**src/rtl/fetch_unit.sv**
```systemverilog
// fetch_unit: program-counter / fetch stage.
//
// Holds the PC that addresses the instruction ROM. A three-state sequencer
// (IDLE -> RUN -> DONE) launches a program from StartAddr and stops on Halt.
// In RUN the PC holds on Halt or Stall, takes Target on jump_en, and
// otherwise increments (wrapping modulo 2^PC_W).
//
// Ports:
//   Clk        in   clock, rising-edge
//   Reset      in   synchronous active-high reset (beats Start)
//   Start      in   level; loads StartAddr and holds the block in IDLE
//   StartAddr  in   program entry address
//   Halt       in   halt indication for the current instruction
//   Stall      in   freeze PC this cycle
//   jump_en    in   taken redirect from the decoder
//   Target     in   absolute redirect address
//   ProgCtr    out  registered PC
//   Running    out  state == RUN
//   Done       out  state == DONE
//   InstCount  out  (FETCH_PERF_CNT_EN only) non-stalled RUN cycles, saturating
//   TakenCount out  (FETCH_PERF_CNT_EN only) applied redirects, saturating
//
// Optional feature macro: FETCH_PERF_CNT_EN adds the performance counters.
module fetch_unit #(
  parameter int unsigned PC_W = 16
) (
  input  logic            Clk,
  input  logic            Reset,
  input  logic            Start,
  input  logic [PC_W-1:0] StartAddr,
  input  logic            Halt,
  input  logic            Stall,
  input  logic            jump_en,
  input  logic [PC_W-1:0] Target,
  output logic [PC_W-1:0] ProgCtr,
  output logic            Running,
`ifdef FETCH_PERF_CNT_EN
  output logic [15:0]     InstCount,
  output logic [15:0]     TakenCount,
`endif
  output logic            Done
);

  typedef enum logic [1:0] {
    StIdle = 2'd0,
    StRun  = 2'd1,
    StDone = 2'd2
  } state_e;

  state_e          r_state;
  state_e          w_state_d;
  logic [PC_W-1:0] r_pc;
  logic [PC_W-1:0] w_pc_d;
  logic            w_inst_fire;
  logic            w_redirect;

  always_comb begin
    w_state_d   = r_state;
    w_pc_d      = r_pc;
    w_inst_fire = 1'b0;
    w_redirect  = 1'b0;
    if (Start) begin
      w_state_d = StIdle;
      w_pc_d    = StartAddr;
    end else begin
      unique case (r_state)
        StIdle: w_state_d = StRun;
        StRun: begin
          // The halting instruction itself is counted as executed.
          w_inst_fire = !Stall;
          if (Halt) begin
            w_state_d = StDone;
          end else if (Stall) begin
            w_pc_d = r_pc;
          end else if (jump_en) begin
            w_pc_d     = Target;
            w_redirect = 1'b1;
          end else begin
            w_pc_d = r_pc + 1'b1;
          end
        end
        StDone: w_state_d = StDone;
        default: w_state_d = StIdle;
      endcase
    end
  end

  always_ff @(posedge Clk) begin
    if (Reset) begin
      r_state <= StIdle;
      r_pc    <= '0;
    end else begin
      r_state <= w_state_d;
      r_pc    <= w_pc_d;
    end
  end

  assign ProgCtr = r_pc;
  assign Running = (r_state == StRun);
  assign Done    = (r_state == StDone);

`ifdef FETCH_PERF_CNT_EN
  logic [15:0] r_inst_cnt;
  logic [15:0] r_taken_cnt;

  always_ff @(posedge Clk) begin
    if (Reset || Start) begin
      r_inst_cnt  <= '0;
      r_taken_cnt <= '0;
    end else begin
      if (w_inst_fire && (r_inst_cnt != 16'hFFFF)) begin
        r_inst_cnt <= r_inst_cnt + 16'd1;
      end
      if (w_redirect && (r_taken_cnt != 16'hFFFF)) begin
        r_taken_cnt <= r_taken_cnt + 16'd1;
      end
    end
  end

  assign InstCount  = r_inst_cnt;
  assign TakenCount = r_taken_cnt;
`endif

endmodule

```
**config.mk**
```make
export PLATFORM = sky130hd
export DESIGN_NAME = fetch_unit
export DESIGN_NICKNAME = d
export VERILOG_FILES = /design/src/rtl/fetch_unit.sv
export SDC_FILE = /design/constraint.sdc
export NUM_CORES = 1
export LEC_CHECK = 0
export ABC_CLOCK_PERIOD_IN_PS = 2200
export CAP_MARGIN = 5
export CORE_ASPECT_RATIO = 1.75
export CORE_MARGIN = 3
export CORE_UTILIZATION = 40
export CTS_CLUSTER_DIAMETER = 30
export DETAILED_ROUTE_END_ITERATION = 16
export MAX_ROUTING_LAYER = met4
export PLACE_DENSITY = 0.76
export SYNTH_ARGS = -nofsm -noshare
export SYNTH_HDL_FRONTEND = slang
export SYNTH_SLANG_ARGS = --single-unit
```
**constraint.sdc**
```tcl
create_clock -name Clk -period 2.2 [get_ports Clk]
set_clock_uncertainty 0.2 [all_clocks]
set_input_delay 0.33 -clock Clk [delete_from_list [all_inputs] [get_ports Clk]]
set_output_delay 0.33 -clock Clk [all_outputs]
set_load 0.005 [all_outputs]
```
== Word level (Yosys, flattened, before mapping) ==
Cells that the tools add are included.
Word-level totals
  register bits after elaboration: 18
  bits of input ports: 38
  output and inout bits: 18
  logic and storage cells: 19
Operators by class
  add/subtract/negate cells: 1
  eq/ne operators: 5
  mux-type cells: 7
  reductions and logical operators: 4
Operators with widths (count)
  $mux W16: 5
  $add A16 B1 Y16 const B: 1
  $ne A2 B2 Y1 const B: 3
  $pmux W2 S3: 1
  $reduce_and A3 Y1: 1
  $eq A2 B1 Y1 const B: 1
  $eq A2 B2 Y1 const B: 1
  $logic_not A2 Y1: 1
  $mux W2: 1
  $reduce_bool A2 Y1: 1
  $reduce_or A2 Y1: 1

== Longest topological paths before layout ==
  depth in word-level cells: 6
  mapped depth: 8

== Worst setup path before layout ==
Ideal clock, no wire load.
  kind: register to register
  from: register r_state[1]
  to: register r_pc[13] (netlist: ProgCtr[13])
  data arrival time: 1.600 ns
  data required time: 1.867 ns
  slack: 0.267 ns
  stages on the path, launching flop included: 7
  period minus slack after synthesis: 1.933 ns
  cell sequence: dfxtp_1 -> inv_1 -> ha_1 -> or3b_1 -> nor3_1 -> a41o_2 -> nor3_1
On the way
  cells in the longest elaborated chain, start to end: 3
RTL lines
  start: declaration: line 50  | state_e r_state;
  start signal: assignment: line 90  | r_state <= StIdle;
  start signal: assignment: line 93  | r_state <= w_state_d;
  $eq A2 B1 Y1
  net Running: line 36  | output logic Running,
  $reduce_bool A2 Y1 (no source line)
  $reduce_and A3 Y1 (no source line)
  end signal: assignment: line 94  | r_pc <= w_pc_d;
  end: declaration: line 52  | logic [PC_W-1:0] r_pc;
The timed path passes the listed nets, and every way through them passes these cells.
A chain may end at the register's enable or synchronous reset.

== Worst setup path after layout ==
  from: register r_state[1]
  to: register r_pc[10] (netlist: ProgCtr[10])
On the way
  cells in the longest elaborated chain, start to end: 3
RTL lines
  $eq A2 B1 Y1: line 66  | unique case (r_state)
  $reduce_bool A2 Y1 (no source line)
  $reduce_and A3 Y1 (no source line)
No other way between the ends.

==> metrics.csv <==
stage;metric;value;unit
place;hpwl;3250;µm
clock_tree;cts-resized-gates;0;
clock_tree;clkLatencyLatePin;250;ps
worst_setup_path;cp_cell_sequence;inv_1 -> ha_1 -> or3b_1 -> buf_4 -> o31ai_1 -> o211ai_1 -> a21oi_1;
worst_setup_path;crit_buf_inv;2;
hold_path;hold_path_class;flop to flop;
finish;nFillCells;311;
detailed_routing;ant_nets;0;
finish;multi_input_area;878;µm²
timing;rsz0062_at_grt;false;
detailed_routing;dr.pass1.iters;4;
job;cap_violations;0;
power_and_ir_drop;power_leakage;0.000779;µW
clock_tree;cts_buffers;3;
yosys;synth_top_cells_by_count;18 x dfxtp_1, 12 x a21oi_1, 12 x inv_1, 12 x nor2_1, 12 x nor3_1;
power_and_ir_drop;p_per_area;438;nW/µm²
timing;setup_violations;0;
finish;drive_gt1_frac;0.113;
timing;timing.hold.ws;368;ps
yosys;synth_top_area_share;0.271;
clock_tree;h-tree-depth;1;
die;die-area;4080;µm²
yosys;ys_ff_latch;18;
yosys;synthCells;171;
yosys;syn-num-nets;213;
global_routing;grt_pass1_vias;1501;
finish;syn_to_final_growth;55.0;%
yosys;yosys_warnings;0;
yosys;synth_ff_type;dfxtp_1;
hold_path;whs_path_depth;2;
clock_tree;clk_pin_slew;70;ps
worst_setup_path;rr_worst_depth;7;
clock_tree;cts_tree;done;
worst_setup_path;worst_path_max_delay_cell;or3b_1;
clock_tree;clock-sinks;18;
die;row_count;27;
yosys;syn_area;1330;µm²
timing;max_slew_margin;0.597;
power_and_ir_drop;power.switching;245;µW
clock_tree;clk_path_buf_depth;2;
timing;fmax;0.486;GHz
detailed_routing;drt_wl_total;4290;µm
timing;fin_crit_sh;0.935;
finish;seqCellArea;360;µm²
worst_setup_path;crit_arrival;2030;ps
timing;worst_pin_slew;603;ps
place;gp_congestion;0.861;
die;die_h;82.3;µm
yosys;yosys-top-cells-area;dfxtp_1 27%, a21oi_1 4.5%, mux2i_1 4.5%;
power_and_ir_drop;clockPowerShare;0.303;
timing;drv_slew;0;
worst_setup_path;ff2ff_setup_slack;140;ps
die;io_pins;56;
power_and_ir_drop;p_comb_frac;0.279;
global_routing;grt_max_degree;28;
detailed_routing;viasPerCell;5.63;
die;die_w;49.6;µm
clock_tree;ctsHoldBuffers;0;
timing;timing.setup.tns;0;ps
run_status;status;completed;
worst_setup_path;path_class;flop to flop;
worst_setup_path;worstPathMaxFanout;6;
global_routing;grt-ovfl-total;0;
worst_setup_path;slowest_delay;450;ps
timing;post-route-min-period;2060;ps
yosys;async_reset_ff_frac;0;
yosys;yosysUniqueCellTypes;42;
power_and_ir_drop;switching_share;0.271;
global_routing;antenna_found_initial;0;
worst_setup_path;cp-start-kind;flop;
global_routing;grt_first_pass_wirelength;6970;µm
detailed_routing;drt_iter0_drc;53;
finish;fin_nets;273;
place;io_buffers;55;
clock_tree;cts-root-buf;clkbuf_8;
worst_setup_path;cp.depth;7;
die;core_area;3180;µm²
die;initial_core_util;0.419;
yosys;synth_edf_count;0;
worst_setup_path;crit_required;2170;ps
worst_setup_path;endpoint_kind;flop;
yosys;synth_most_common_cell;dfxtp_1;
detailed_routing;num_vias;1536;
power_and_ir_drop;seqPwrFrac;0.418;
yosys;ys_seq_area_frac;0.271;
worst_setup_path;crit_family;compound AO/OA/AOI/OAI gates;
global_routing;grtUsageTotal;0.223;
power_and_ir_drop;ir_drop;0.000386;V
timing;final_hold_viol_count;0;
detailed_routing;wire_per_inst;15.7;µm
detailed_routing;drc;0;
clock_tree;cts_setup_buffers;0;
yosys;synth_largest_area_cell;dfxtp_1;
finish;final_util;0.649;
power_and_ir_drop;power.internal;659;µW
yosys;avgSynthCellArea;7.78;µm²
finish;diodes;0;
## flip-flops by register name, indices dropped and copies added (netlist names)
register / flops
ProgCtr: 16
r_state: 2
## through the flow
stage | worst slack [ps] | cells | power (µW) | cell area [µm²]
finish | 143 | 273 | 904 | 2060
global route | 65.8 | 273 | 951 | 2060
CTS | 126 | 273 | 907 | 2060
detailed placement | -16.3 | 269 | 636 | 2000
global placement | 29.9 | 269 | 628 | 2000
floorplan | 267 | 171 | 484 | 1330
## worst min-delay path, cell delays in order (launching register included)
cell and delay [ps]:
dfxtp_1 330, mux2i_1 130, nor3_1 60
## cell usage in the layout (no fill, tap or decap), types with 3 or more instances in the layout
cell type,n
o21a_1,3
nand3_1,5
a221oi_1,5
clkdlybuf4s50_1,55
inv_1,12
buf_4,10
a211oi_1,4
nor2b_1,4
o21ai_0,8
nand2_1,11
nor3_1,11
dfxtp_1,18
a31oi_1,5
ha_1,4
nor2_1,12
a21oi_1,12
nand4_1,4
mux2i_1,6
clkbuf_8,4
## kinds of logic after synthesis
kind of cell / after synthesis / synth area share
adder cells (fa/ha/maj): 4 / 0.0376
AND/OR/NAND/NOR: 64 / 0.277
XOR/XNOR: 3 / 0.0198
flip-flops: 18 / 0.271
multiplexers: 6 / 0.0452
AO/OA/AOI/OAI: 51 / 0.278
buffers and inverters: 25 / 0.0724
## power groups by stage
| stage | Clock, µW | Sequential, µW | Combinational [µW] |
|---|---|---|---|
| floorplan | 0 | 383 | 101 |
| global placement | 0 | 383 | 245 |
| detailed placement | 0 | 384 | 252 |
| CTS | 276 | 377 | 254 |
| global route | 294 | 382 | 274 |
| finish | 273 | 378 | 252 |
## layer usage
metal  track usage  share of wire  vias up
li1              -              -      755
met1         0.233           0.36      721
met2         0.432           0.58       54
met3        0.0287          0.048        6
met4        0.0609          0.016        0
met5             -              0        -
## worst paths after layout
path,from,to
max,r_state[1]$_SDFFE_PP0P_,ProgCtr[10]$_SDFFE_PP0P_
min,r_state[1]$_SDFFE_PP0P_,r_state[1]$_SDFFE_PP0P_
max reg2reg,r_state[1]$_SDFFE_PP0P_,ProgCtr[10]$_SDFFE_PP0P_
min reg2reg,r_state[1]$_SDFFE_PP0P_,r_state[1]$_SDFFE_PP0P_
## layout make-up
type | instances | share of cell area
multi-input cells | 128 | 0.426
repair buffers | 67 | 0.323
flip-flops and latches | 18 | 0.175
clock buffers | 4 | 0.0267
well taps | 43 | 0.0261
inverters | 13 | 0.0237
No activity file was read; power rests on OpenSTA's default activity.
